**config.mk**
```make
export PLATFORM = sky130hd
export DESIGN_NAME = uart_tx
export DESIGN_NICKNAME = d
export VERILOG_FILES = /design/src/rtl/uart_pkg.sv /design/src/rtl/uart_baud_gen.sv /design/src/rtl/uart_tx.sv
export SDC_FILE = /design/constraint.sdc
export NUM_CORES = 1
export LEC_CHECK = 0
export BUFFER_PORTS_ARGS = -buffer_cell sky130_fd_sc_hd__buf_2
export CORE_AREA = 2 2 51 53
export CTS_BUF_LIST = sky130_fd_sc_hd__clkbuf_8
export DETAILED_ROUTE_END_ITERATION = 10
export DIE_AREA = 0 0 53 55
export GPL_ROUTABILITY_DRIVEN = 0
export PLACE_DENSITY = 0.67
export SLEW_MARGIN = 10
export SYNTH_ARGS = -nofsm -noshare
export SYNTH_HDL_FRONTEND = slang
export SYNTH_HIERARCHICAL = 1
export SYNTH_SLANG_ARGS = --single-unit
```
**constraint.sdc**
```tcl
create_clock -name clk -period 1.7 [get_ports clk]
set_clock_uncertainty 0.05 [all_clocks]
set_input_delay 0.17 -clock clk [delete_from_list [all_inputs] [get_ports clk]]
set_output_delay 0.17 -clock clk [all_outputs]
set_load 0.02 [all_outputs]
```
**src/rtl/uart_pkg.sv**
```systemverilog
// uart_pkg: shared UART types, widths and baud arithmetic for the transmitter and receiver
package uart_pkg;
    localparam int DATA_W = 8;
    typedef enum logic [2:0] {
        IDLE   = 3'd0,
        START  = 3'd1,
        DATA   = 3'd2,
        PARITY = 3'd3,
        STOP   = 3'd4
    } uart_state_t;
    function automatic int clks_per_bit(input int clk_freq, input int baud);
        return clk_freq / baud;
    endfunction
endpackage

```
**src/rtl/uart_baud_gen.sv**
```systemverilog
// uart_baud_gen: clearable bit-period counter, bit_tick on the last clock of each bit
module uart_baud_gen #(
    parameter int CLKS_PER_BIT = 10
) (
    input  logic clk,
    input  logic rst_n,
    input  logic clr,
    output logic bit_tick
);
    localparam int CW = $clog2(CLKS_PER_BIT);
    logic [CW-1:0] cnt;
    assign bit_tick = cnt == CW'(CLKS_PER_BIT - 1);
    always_ff @(posedge clk)
        cnt <= (!rst_n || clr || bit_tick) ? '0 : cnt + 1'b1;
endmodule

```
**src/rtl/uart_tx.sv**
```systemverilog
// uart_tx: 8N1 serial transmitter with start/ready handshake and one-cycle done pulse
// Define UART_TX_PARITY_EN to insert an even-parity bit between D7 and stop (11-bit frame).
module uart_tx
    import uart_pkg::*;
#(
    parameter int CLK_FREQ = 1_000_000,
    parameter int BAUD     = 9600
) (
    input  logic              clk,
    input  logic              rst_n,
    input  logic [DATA_W-1:0] din,
    input  logic              tx_start,
    output logic              tx_ready,
    output logic              tx,
    output logic              tx_done
);
    localparam int CLKS_PER_BIT = clks_per_bit(CLK_FREQ, BAUD);
    if (CLKS_PER_BIT < 2) begin : g_bad_baud
        $error("uart_tx: CLK_FREQ/BAUD must be at least 2");
    end
    uart_state_t       state;
    logic [DATA_W-1:0] shreg;
    logic [2:0]        idx;
    logic              tick;
    logic              tx_nxt;
`ifdef UART_TX_PARITY_EN
    logic              par;
`endif
    assign tx_ready = state == IDLE;
    // counter held in IDLE so bit boundaries line up with request acceptance
    uart_baud_gen #(.CLKS_PER_BIT(CLKS_PER_BIT)) u_baud (
        .clk      (clk),
        .rst_n    (rst_n),
        .clr      (state == IDLE),
        .bit_tick (tick)
    );
    always_comb begin
        tx_nxt = state != START;
        if (state == DATA) tx_nxt = shreg[0];
`ifdef UART_TX_PARITY_EN
        if (state == PARITY) tx_nxt = par;
`endif
    end
    always_ff @(posedge clk) begin
        if (!rst_n) begin
            state   <= IDLE;
            shreg   <= '0;
            idx     <= '0;
            tx      <= 1'b1;
            tx_done <= 1'b0;
`ifdef UART_TX_PARITY_EN
            par     <= 1'b0;
`endif
        end else begin
            tx      <= tx_nxt;
            tx_done <= 1'b0;
            case (state)
                IDLE: if (tx_start) begin
                    shreg <= din;
                    state <= START;
`ifdef UART_TX_PARITY_EN
                    par   <= ^din;
`endif
                end
                START: if (tick) begin
                    idx   <= '0;
                    state <= DATA;
                end
                DATA: if (tick) begin
                    shreg <= shreg >> 1;
                    idx   <= idx + 3'd1;
`ifdef UART_TX_PARITY_EN
                    if (idx == 3'd7) state <= PARITY;
`else
                    if (idx == 3'd7) state <= STOP;
`endif
                end
`ifdef UART_TX_PARITY_EN
                PARITY: if (tick) state <= STOP;
`endif
                STOP: if (tick) begin
                    tx_done <= 1'b1;
                    state   <= IDLE;
                end
                default: state <= IDLE;
            endcase
        end
    end
endmodule

```
# ---- Word-level counts from Yosys, hierarchy flattened
# Cells that the tools add are included.
dict set report word_totals {
  output_inout_bits 3
  register_bits 23
}
dict set report op_classes {
  eq_ne 11
  mux 13
  n_reduce_logical 10
  n_addsub 2
}
# operator count
set ops {}
lappend ops {{2-to-1 mux 3 bit} 6}
lappend ops {{2-to-1 mux 8 bit} 2}
lappend ops {{one-hot mux 8 bit (2 select lines)} 1}
lappend ops {{one-hot mux 3 bit (4 select lines)} 1}
lappend ops {{!= test 2 x 1 -> 1 bit, second input constant} 4}
lappend ops {{adder 7 x 1 -> 7 bit, second input constant} 1}
lappend ops {{equality test 7 bit, second input constant} 1}
lappend ops {{equality test 3 bit, second input constant} 2}
lappend ops {{one-hot mux 3 bit (2 select lines)} 1}
lappend ops {{AND reduction 3 bit} 2}
lappend ops {{AND reduction 5 bit} 1}
lappend ops {{nonzero test 2 bit} 2}
lappend ops {{adder 3 x 1 -> 3 bit, second input constant} 1}
lappend ops {{equality test 3 x 1 -> 1 bit, second input constant} 1}
lappend ops {{equality test 3 x 2 -> 1 bit, second input constant} 1}
lappend ops {{zero test 3 bit} 1}
lappend ops {{!= test 3 x 1 -> 1 bit, second input constant} 1}
lappend ops {{logical OR 1 bit} 2}
lappend ops {{2-to-1 mux 1 bit} 2}
lappend ops {{!= test 2 bit, second input constant} 1}
lappend ops {{AND reduction 2 bit} 1}
lappend ops {{zero test 1 bit} 1}

# ---- Logic depth before layout (Yosys ltp)
# Gate-level depths: netlist of the first run.
dict set report depth {
  word_depth 4
  ltp_mapped 7
  depth_no_buf 6
}

# ---- By module
# The synthesis of the first run kept the hierarchy.
# mod seq_area_each_um2 cells_per_inst n_inst area_each_um2
set by_module_without_submodules {}
lappend by_module_without_submodules {uart_tx 320.3 83 1 820.8}
lappend by_module_without_submodules {uart_baud_gen 140.1 34 1 306.5}

# ---- Least setup slack after synthesis of the first run
# No wires, ideal clock.
dict set report synth_timing {
  path_kind {flip-flop to flip-flop}
  startpoint {register state[0]}
  endpoint {register u_baud.cnt[3]}
  path_stages_with_launch 6
  required_time_ns 1.522
  setup_ns 0.128
  arrival_ns 1.450
  synth_period_minus_slack_ns 1.629
  setup_slack_ns 0.071
  cell_sequence {dfxtp_1 buf_4 nor3_1 nor2b_1 o21ai_1 nor2_1}
}
dict set report synth_via {
  elab_chain_cells 3
}
# item line
set synth_lines {}
lappend synth_lines {{start, declared} uart_tx.sv:21} ;# uart_state_t state;
lappend synth_lines {{start signal, assigned} uart_tx.sv:46} ;# state <= IDLE;
lappend synth_lines {{start signal, assigned} uart_tx.sv:60} ;# state <= START;
lappend synth_lines {{start signal, assigned} uart_tx.sv:67} ;# state <= DATA;
lappend synth_lines {{zero test 3 bit} n/a}
lappend synth_lines {{named net tx_ready} uart_tx.sv:13} ;# output logic tx_ready,
lappend synth_lines {{logical OR 1 bit (2 in series)} uart_baud_gen.sv:14} ;# cnt <= (!rst_n || clr || bit_tick) ? '0 : cnt + 1'b1;
lappend synth_lines {{end signal, assigned} uart_baud_gen.sv:14}
lappend synth_lines {{end, declared} uart_baud_gen.sv:11} ;# logic [CW-1:0] cnt;
# The timed path passes the listed nets, and every way through them passes these cells.
# A chain may end at the register's enable or synchronous reset.

# ---- Worst setup path after layout of the first run
dict set report layout_timing {
  startpoint {register u_baud.cnt[1]}
  endpoint {register shreg[7]}
}
dict set report layout_via {
  elab_chain_cells 3
}
# item line
set layout_lines {}
lappend layout_lines {{equality test 7 bit} uart_baud_gen.sv:12} ;# assign bit_tick = cnt == CW'(CLKS_PER_BIT - 1);
lappend layout_lines {{named net tick} uart_tx.sv:24} ;# logic tick;
lappend layout_lines {{!= test 2 x 1 -> 1 bit (no line)} n/a}
lappend layout_lines {{AND reduction 3 bit (no line)} n/a}
lappend layout_lines {{end signal, assigned} uart_tx.sv:59} ;# shreg <= din;
lappend layout_lines {{end signal, assigned} uart_tx.sv:70} ;# shreg <= shreg >> 1;
lappend layout_lines {{end, declared} uart_tx.sv:22} ;# logic [DATA_W-1:0] shreg;
# The timed path passes the listed nets, and every way through them passes these cells.

==> flow_summary.json, run 1 <==
{
  "clkTransAtPathRegs_ns": 0.07,
  "ioPinCount": 14,
  "setup_viol": 0,
  "grt_pass1_vias": 766,
  "syn-cell-area_um2": 1127,
  "fp.dieArea_um2": 2915,
  "clk-insertion-delay-late_ns": 0.26,
  "max-vdd-ir-drop_uv": 648.5,
  "finalSetupTns_ns": 0,
  "cp_slowest_stage_delay_ns": 0.38,
  "root_buffer": "clkbuf_8",
  "wirelength_mm": 2.031,
  "internal-power_uw": 768.6,
  "status": "finished clean",
  "power.switching_uw": 220.9,
  "path_cells": "ha_1, nand2_1, nor2_2, mux2i_1, nor3_4, buf_4, o21ai_0",
  "path_max_fanout": 4,
  "worst_setup_path_end_kind": "register",
  "synthDistinctLibCells": 36,
  "hold_viol": 0,
  "whs_ns": 0.1326,
  "async_flop_share": 0,
  "layout_common_cells": "dfxtp_1, buf_2, o21ai_0, buf_4, nor3b_1",
  "switching_share": 0.2233,
  "min_path_type": "input port to register",
  "tightest_slew_ns": 0.4343,
  "cts_max_level": 1,
  "drt-initial-drc-count": 2,
  "numCtsBuffers": 3,
  "first_pass_iters": 4,
  "num_vias": 892,
  "p_comb_frac": 0.093,
  "overflow": 0,
  "core_area_um2": 2365,
  "dp_slack_ns": 0.07764,
  "leakagePower_nw": 0.6073,
  "drtAntennaViolNets": 0,
  "grt_pass1_wl_mm": 3.325,
  "synth_top_area_frac": 0.4084,
  "ys_warn_count": 6,
  "cts_tree": "built",
  "area.growth.synth_to_final_pct": 17.87,
  "layout_setup_ws_ns": 0.1284,
  "slew_viol_final": 0,
  "drv_cap": 0,
  "antenna_found_initial": 0,
  "required_ns": 1.80,
  "die_x_um": 53,
  "period_needed_ns": 1.572,
  "seqPwrFrac": 0.578,
  "synth_fp_nets": 132,
  "clk_path_buf_depth": 2,
  "synth-seq-area-share": 0.4084,
  "crit_type": "register to register",
  "fillers": 225,
  "die_h_um": 55,
  "cp-start-kind": "register",
  "syn_area_per_cell_um2": 9.635,
  "viasPerCell": 5.278,
  "start_util": 0.4767,
  "nets": 155,
  "io_buffers": 13,
  "ctsHoldBuffers": 0,
  "drive_above_1_share": 0.2446,
  "place_hpwl_mm": 1.517,
  "arrival_ns": 1.67,
  "cts_sinks": 23,
  "synth-seq-cells": 23,
  "place_area_um2": 1271,
  "fmax_mhz": 636.3,
  "power_frac_clock": 0.329,
  "synthTopCellsByArea": "dfxtp_1, o211a_1, nor3b_1",
  "design_area_um2": 1329,
  "n_antenna_cell": 0,
  "p_per_area_nw_per_um2": 744.7,
  "rows": 18,
  "grt_usage": 0.1556,
  "synth_edf_count": 0,
  "synth_area_leader_cell": "dfxtp_1",
  "post_drt_wl_per_cell_um": 12.02,
  "drc": 0,
  "slew_headroom": 0.7085,
  "worst_path_max_delay_cell": "dfxtp_1",
  "syn_inst": 117,
  "grt_start_max_net_pins": 18,
  "utilization": 0.5619,
  "final.period_utilization": 0.9245,
  "ys.flop_type": "dfxtp_1",
  "final_common_cell": "dfxtp_1"
}
-- flip-flops by register name, indices dropped and copies added (netlist names) --
signal      cells
idx             3
shreg           8
tx              1
u_baud/cnt      7
state           3
tx_done         1
-- power by group through the flow --
| stage | clock network (mW) | logic, mW | registers, mW |
|---|---|---|---|
| final | 0.325 | 0.0922 | 0.572 |
| after global placement | 0 | 0.0887 | 0.584 |
| after CTS | 0.341 | 0.0905 | 0.572 |
| after detailed placement | 0 | 0.0904 | 0.585 |
| after floorplan | 0 | 0.0587 | 0.580 |
| after global routing | 0.356 | 0.103 | 0.574 |
-- layer usage --
layer  GRT usage  routed length [um]
met5           0                   0
met4     0.07692                  10
met3     0.02419                  55
met2      0.2417                 924
met1      0.2113                1041
-- critical path, delay by kind of cell (launching register included) --
| kind | cells | cell delay [ns] |
|---|---|---|
| DFF | 1 | 0.38 |
| adders and majority gates | 1 | 0.20 |
| muxes | 1 | 0.13 |
| buffers and inverters | 1 | 0.15 |
| and+or+nand+nor | 3 | 0.46 |
| AOI/OAI and AO/OA | 1 | 0.08 |
-- worst paths after layout --
kind                             from                    end  slack [ns]  depth (start not counted)
min                            din[7]  shreg[7]$_SDFFE_PN0P_        0.13                          3
min reg2reg     shreg[7]$_SDFFE_PN0P_  shreg[7]$_SDFFE_PN0P_        0.41                          2
max          u_baud/cnt[1]$_SDFF_PP0_  shreg[7]$_SDFFE_PN0P_        0.13                          7
max reg2reg  u_baud/cnt[1]$_SDFF_PP0_  shreg[7]$_SDFFE_PN0P_        0.13                          7
-- cells by family (layout without fill, tap and decap cells) --
family | after synthesis | in the layout | synth area share
compound gates | 27 | 27 | 0.1698
xor+xnor | 3 | 3 | 0.02331
simple gates | 49 | 49 | 0.2997
mux | 2 | 2 | 0.01776
fa+ha+maj | 4 | 4 | 0.04440
flops | 23 | 23 | 0.4084
buf+inv | 9 | 31 | 0.03662
-- cells in the mapped netlist, types with 2 or more instances --
cell type / n
ha_1: 4
o211a_1: 7
xor2_1: 3
and2_1: 2
a21oi_1: 3
a32o_1: 2
nand2_1: 5
mux2i_1: 2
nand3_1: 2
nor3_1: 2
nand4bb_1: 2
nor2b_1: 2
o21ai_0: 10
nor2_1: 7
or3_1: 2
nor3b_1: 9
inv_1: 4
dfxtp_1: 23
and3b_1: 7
buf_2: 3
-- cell type report --
| cell class | instances | area, um^2 | share of cell area |
|---|---|---|---|
| Multi-Input combinational cell | 85 | 630.6 | 0.4746 |
| Sequential cell | 23 | 460.4 | 0.3465 |
| Clock buffer | 3 | 41.29 | 0.03107 |
| Clock inverter | 1 | 3.754 | 0.002825 |
| Inverter | 4 | 15.01 | 0.01130 |
| Timing Repair Buffer | 23 | 140.1 | 0.1055 |
| Tap cell | 30 | 37.54 | 0.02825 |
-- timing repair --
item	in CTS	in global routing
gates resized for setup	0	2
endpoints found under the setup margin	0	9
setup buffers	0	1
-- metrics by stage --
stage	power [mW]	std cells
after global routing	1.034	169
final	0.9895	169
after global placement	0.6731	164
after floorplan	0.6383	117
after detailed placement	0.6753	164
after CTS	1.004	168
(Power assumes the default switching activity.)
==> run 2, diff against run 1 <==
--- a/config.mk
+++ b/config.mk
@@ -5,13 +5,14 @@
 export SDC_FILE = /design/constraint.sdc
 export NUM_CORES = 1
 export LEC_CHECK = 0
+export ABC_AREA = 1
 export BUFFER_PORTS_ARGS = -buffer_cell sky130_fd_sc_hd__buf_2
-export CORE_AREA = 2 2 51 53
+export CORE_AREA = 2 2 52 54
 export CTS_BUF_LIST = sky130_fd_sc_hd__clkbuf_8
 export DETAILED_ROUTE_END_ITERATION = 10
-export DIE_AREA = 0 0 53 55
+export DIE_AREA = 0 0 54 56
 export GPL_ROUTABILITY_DRIVEN = 0
-export PLACE_DENSITY = 0.67
+export PLACE_DENSITY = 0.66
 export SLEW_MARGIN = 10
 export SYNTH_ARGS = -nofsm -noshare
 export SYNTH_HDL_FRONTEND = slang
==> run 2 against run 1 <==
Against the previous run:
- sequential share of layout area rose by 0.36 points
- cell count rose by 21%
- maximum frequency rose by 2.0%
- critical endpoint is now shreg[2]$_SDFFE_PN0P_
==> flow_summary.json, run 2 <==
{
  "drtAntennaViolNets": 0,
  "slew_headroom": 0.7759,
  "largest_reg_flops": 8,
  "p_comb_frac": 0.389,
  "max-vdd-ir-drop_uv": 708.8,
  "leakagePower_nw": 0.6068,
  "finalSetupTns_ns": 0,
  "overflow": 0,
  "regArea_um2": 460.4,
  "die_x_um": 54,
  "clkTransAtPathRegs_ns": 0.08,
  "final_common_cell": "nand2_1",
  "synth_edf_count": 0,
  "first_pass_iters": 4,
  "num_vias": 1015,
  "drive_above_1_share": 0.2286,
  "place_hpwl_mm": 1.664,
  "cp_slowest_stage_delay_ns": 0.38,
  "worst_path_max_delay_cell": "dfxtp_1",
  "dp.cells": 201,
  "seqPwrFrac": 0.415,
  "synth.most_common_cell": "nand2_1",
  "io_buffers": 13,
  "clk-insertion-delay-late_ns": 0.26,
  "ctsHoldBuffers": 0,
  "synthMuxAreaShare": 0,
  "setup_viol": 0,
  "antenna_found_initial": 0,
  "viasPerCell": 4.951,
  "cts_tree": "built",
  "start_util": 0.4748,
  "whs_ns": 0.1226,
  "ys.flop_type": "dfxtp_1",
  "post_drt_wl_per_cell_um": 10.85,
  "ys_warn_count": 6,
  "final_cells": 205,
  "hold_path_startpoint": "din[7]",
  "cp-startpoint": "u_baud/cnt[1]$_SDFF_PP0_",
  "wirelength_mm": 2.225,
  "async_flop_share": 0,
  "synth-seq-area-share": 0.3987,
  "synth_area_leader_cell": "dfxtp_1",
  "drc": 0,
  "min_path_type": "input port to register",
  "regMostFlops": "shreg",
  "status": "finished clean",
  "n_antenna_cell": 0,
  "drt-initial-drc-count": 24,
  "period_needed_ns": 1.540,
  "p_per_area_nw_per_um2": 1299,
  "power.switching_uw": 685.2,
  "synthTopCellsByCount": "nand2_1, nor2_1, dfxtp_1",
  "synth_compound_area_frac": 0.1073,
  "synth-seq-cells": 23,
  "path_max_fanout": 8,
  "rows": 18,
  "synth_adder_area_share": 0.04334,
  "rsz0062_at_grt": "false",
  "internal-power_mw": 1.023,
  "worst_setup_path_end_kind": "register",
  "fillers": 246,
  "worst-path-buf-inv": 3,
  "slew_viol_final": 0,
  "final.period_utilization": 0.9061,
  "grt_pass1_vias": 952,
  "tightest_slew_ns": 0.3350,
  "arrival_ns": 1.65,
  "root_buffer": "clkbuf_8",
  "nets": 191,
  "synth_top_area_frac": 0.3987,
  "syn-cell-area_um2": 1155,
  "synthXorXnorAreaFrac": 0.007584,
  "fp.dieArea_um2": 3024,
  "switching_share": 0.4010,
  "clk_path_buf_depth": 2,
  "numCtsBuffers": 3,
  "multi_input_area_um2": 626.9,
  "timing.rr.start": "u_baud/cnt[1]$_SDFF_PP0_",
  "syn_inst": 158,
  "ioPinCount": 14,
  "power_frac_clock": 0.196,
  "synth_top_family_by_area": "simple AND/OR/NAND/NOR gates",
  "grt_usage": 0.1624,
  "hold_viol": 0,
  "largestRegisters": "shreg: 8 flops, u_baud/cnt: 7 flops",
  "crit_type": "register to register",
  "drv_cap": 0,
  "cts_sinks": 23,
  "yosys.area_share.simple": 0.3738,
  "crit_family": "simple AND/OR/NAND/NOR gates",
  "cp-start-kind": "register",
  "required_ns": 1.81,
  "path_cells": "ha_1, nand2_1, inv_2, nand3_2, inv_1, inv_2, nor2_4, a21oi_4, nor2_1, nor2_1",
  "die_h_um": 56,
  "grt_start_max_net_pins": 14,
  "syn_area_per_cell_um2": 7.309,
  "synthTopCellsByArea": "dfxtp_1, nand2_1, nor2_1",
  "cts_max_level": 1,
  "core_area_um2": 2432,
  "layout_common_cells": "nand2_1, nor2_1, dfxtp_1, inv_1, buf_2",
  "fmax_mhz": 649.2,
  "synthDistinctLibCells": 24,
  "grt_pass1_wl_mm": 3.760,
  "synth_fp_nets": 173,
  "area.growth.synth_to_final_pct": 13.87
}
[run 2: through the flow]
step           area, um^2  setup slack, ns    util  power [mW]
5_1_grt              1315          0.01082  0.5406       1.849
4_1_cts              1303          0.07009  0.5355       1.714
3_3_place_gp         1256           0.1612  0.5165       1.354
3_5_place_dp         1256          0.09613  0.5165       1.377
6_report             1315           0.1597  0.5406       1.709
2_1_floorplan        1155           0.1630       -       1.235
[run 2: cells by family (layout without fill, tap and decap cells)]
kind of cell	after synthesis	in the layout
compound gates	20	20
xor+xnor	1	1
fa+ha+maj	4	4
buf+inv	19	36
flops	23	23
simple gates	91	91
[run 2: path summary, 6_finish.rpt]
| path | endpoint | slack, ns | cells past startpoint |
|---|---|---|---|
| setup / recovery | shreg[2]$_SDFFE_PN0P_ | 0.16 | 10 |
| hold / removal | shreg[7]$_SDFFE_PN0P_ | 0.12 | 3 |
| setup reg to reg | shreg[2]$_SDFFE_PN0P_ | 0.16 | 10 |
| hold reg to reg | tx$_SDFF_PN1_ | 0.41 | 2 |
[run 2: layout make-up]
cell class,count,area share
clock buffers,3,0.03140
clock inverters,1,0.003806
inverters,17,0.04853
multi-input cells,116,0.4767
flip-flops and latches,23,0.3501
well taps,30,0.02854
repair buffers,15,0.06089
[run 2: worst register-to-register path, stage by stage (launching register included)]
cell and delay (ns):
dfxtp_1 0.38, ha_1 0.18, nand2_1 0.06, inv_2 0.07, nand3_2 0.10, inv_1 0.12, inv_2 0.08, nor2_4 0.16
a21oi_4 0.08, nor2_1 0.12, nor2_1 0.05
[run 2: power groups by stage]
stage / Sequential [mW] / Clock (mW) / Combinational [mW]
finish: 0.710 / 0.335 / 0.664
floorplan: 0.723 / 0 / 0.512
CTS: 0.710 / 0.348 / 0.657
global placement: 0.718 / 0 / 0.636
global route: 0.722 / 0.373 / 0.753
detailed placement: 0.722 / 0 / 0.655
[run 2: layer usage]
layer  vias up  track usage  routed length [um]
met1       450       0.2020                1039
met5         -            0                   0
li1        537            -                   -
met2        22       0.2613                1033
met4         0      0.07500                  53
met3         6      0.03226                  99
[run 2: repair_timing]
| item | 4_1_cts | 5_1_grt |
|---|---|---|
| buffers inserted | 0 | 0 |
| setup endpoints to repair | 0 | 12 |
| gates resized for setup | 0 | 3 |
==> run 3, diff against run 2 <==
--- a/config.mk
+++ b/config.mk
@@ -7,12 +7,15 @@
 export LEC_CHECK = 0
 export ABC_AREA = 1
 export BUFFER_PORTS_ARGS = -buffer_cell sky130_fd_sc_hd__buf_2
-export CORE_AREA = 2 2 52 54
+export CAP_MARGIN = 15
+export CELL_PAD_IN_SITES_DETAIL_PLACEMENT = 1
+export CELL_PAD_IN_SITES_GLOBAL_PLACEMENT = 1
+export CORE_AREA = 2 2 55 57
 export CTS_BUF_LIST = sky130_fd_sc_hd__clkbuf_8
 export DETAILED_ROUTE_END_ITERATION = 10
-export DIE_AREA = 0 0 54 56
+export DIE_AREA = 0 0 57 59
 export GPL_ROUTABILITY_DRIVEN = 0
-export PLACE_DENSITY = 0.66
+export PLACE_DENSITY = 0.75
 export SLEW_MARGIN = 10
 export SYNTH_ARGS = -nofsm -noshare
 export SYNTH_HDL_FRONTEND = slang
==> run 3 against run 2 <==
Against the previous run:
- worst hold slack better by 0.0055 ns
- routed wire length is 24% higher
- via count is 2.6% higher
- critical path depth is 1 lower
- sequential power hardly changed
- register-to-register slack hardly changed
- die area is 11% higher
- critical endpoint is now idx[0]$_SDFFE_PN0P_
- combinational power is 8.7% higher
- cell count is 2.0% higher
- highest routed layer unchanged
- non-clock buffer count is 3 higher
- clock power is 6.6% higher
==> flow_summary.json, run 3 (same netlist as run 2, synthesis figures left out) <==
{
  "path_cells": "ha_1, nand2_1, inv_2, nand3_2, inv_2, inv_2, nor2_4, o21ai_0, a31oi_1",
  "grt_start_max_net_pins": 14,
  "slew_viol_final": 0,
  "min_path_type": "input port to register",
  "fillers": 349,
  "grtUsageMet3": 0.02838,
  "core_area_um2": 2710,
  "fp.dieArea_um2": 3363,
  "rows": 19,
  "grt_pass1_vias": 1078,
  "drv_cap": 0,
  "cp_slowest_stage_delay_ns": 0.35,
  "n_antenna_cell": 0,
  "setup_viol": 0,
  "worst_setup_path_end_kind": "register",
  "viasPerCell": 4.981,
  "layout_setup_ws_ns": 0.1485,
  "p_comb_frac": 0.403,
  "finalSetupTns_ns": 0,
  "worst-path-buf-inv": 3,
  "crit_type": "register to register",
  "cp-start-kind": "register",
  "fmax_mhz": 644.5,
  "drive_above_1_share": 0.2640,
  "rsz0062_at_grt": "false",
  "antenna_found_initial": 0,
  "largest_reg_flops": 8,
  "clk-insertion-delay-late_ns": 0.28,
  "cts_tree": "built",
  "power_frac_clock": 0.199,
  "reg2reg_slack_ns": 0.15,
  "worst_path_max_delay_cell": "dfxtp_2",
  "final.period_utilization": 0.9126,
  "io_buffers": 13,
  "regMostFlops": "shreg",
  "first_pass_iters": 4,
  "root_buffer": "clkbuf_8",
  "drtAntennaViolNets": 0,
  "numCtsBuffers": 3,
  "drt-initial-drc-count": 40,
  "area.growth.synth_to_final_pct": 16.58,
  "utilization": 0.4968,
  "grt_pass1_wl_mm": 4.616,
  "status": "finished clean",
  "ioPinCount": 14,
  "leakagePower_nw": 0.6209,
  "required_ns": 1.84,
  "final_common_cell": "nand2_1",
  "tightest_slew_ns": 0.3120,
  "place_hpwl_mm": 1.989,
  "internal-power_mw": 1.052,
  "crit_family": "flip-flops",
  "wirelength_mm": 2.758,
  "slew_headroom": 0.7901,
  "clk_path_buf_depth": 2,
  "busiest_layer": "met2",
  "arrival_ns": 1.69,
  "power.switching_uw": 738.6,
  "largestRegisters": "shreg: 8 flops, u_baud/cnt: 7 flops",
  "crit_top_cell": "inv_2",
  "seqPwrFrac": 0.398,
  "post_drt_wl_per_cell_um": 13.20,
  "cts_max_level": 1,
  "die_h_um": 59,
  "nets": 194,
  "layout_common_cells": "nand2_1, nor2_1, dfxtp_1, inv_1, buf_2",
  "path_max_fanout": 4,
  "switching_share": 0.4124,
  "num_vias": 1041,
  "overflow": 0,
  "use_met1": 0.1989,
  "p_per_area_nw_per_um2": 1330,
  "max-vdd-ir-drop_uv": 915.3,
  "die_x_um": 57,
  "clkTransAtPathRegs_ns": 0.09,
  "dp_slack_ns": 0.05620,
  "total_power_mw": 1.791,
  "grt_usage": 0.1811,
  "grt_util_met2": 0.3300,
  "hold_viol": 0,
  "start_util": 0.4261,
  "drc": 0,
  "period_needed_ns": 1.551,
  "cts_sinks": 23
}
==> run 3: power by group through the flow <==
stage	clock network [mW]	registers, mW	logic, mW
5_1_grt	0.392	0.729	0.821
2_1_floorplan	0	0.723	0.512
4_1_cts	0.370	0.711	0.701
3_3_place_gp	0	0.720	0.669
6_report	0.357	0.712	0.722
3_5_place_dp	0	0.722	0.698
==> run 3: layer usage <==
layer  vias to the layer above  part of all wire
met5                         -                 0
met4                         0             0.017
met3                         5             0.024
met2                        10              0.52
met1                       488              0.43
li1                        538                 -
==> run 3: final timing paths <==
check | from | end | depth (start not counted)
setup reg to reg | u_baud/cnt[1]$_SDFF_PP0_ | idx[0]$_SDFFE_PN0P_ | 9
setup / recovery | u_baud/cnt[1]$_SDFF_PP0_ | idx[0]$_SDFFE_PN0P_ | 9
hold reg to reg | shreg[7]$_SDFFE_PN0P_ | shreg[7]$_SDFFE_PN0P_ | 2
hold / removal | din[7] | shreg[7]$_SDFFE_PN0P_ | 3
==> run 3: stage by stage <==
step	instances	hold slack [ns]	area [um^2]
6_report	209	0.1281	1346
5_1_grt	209	0.1339	1346
4_1_cts	208	0.1106	1319
3_5_place_dp	204	0.4066	1272
3_3_place_gp	204	0.3903	1272
2_1_floorplan	158	0.2596	1155
==> run 3: area by class of cell <==
type / instances / area [um^2] / share of cell area
clock inverters: 1 / 5.005 / 0.003717
repair buffers: 18 / 102.6 / 0.07621
inverters: 17 / 63.81 / 0.04740
clock buffers: 3 / 41.29 / 0.03067
well taps: 31 / 38.79 / 0.02881
flip-flops and latches: 23 / 461.7 / 0.3429
multi-input cells: 116 / 633.1 / 0.4703
==> run 3: tightest hold or removal path: cells and delay by family <==
kind	cells	cell delay, ns
AO/OA/AOI/OAI	1	0.05
buffers and inverters	1	0.10
AND/OR/NAND/NOR	1	0.09
==> run 3: what timing repair did <==
item,4_1_cts,5_1_grt
resized for setup,0,7
hold endpoints to repair,0,0
setup buffers,0,1
hold buffers,0,0
endpoints found under the setup margin,0,13
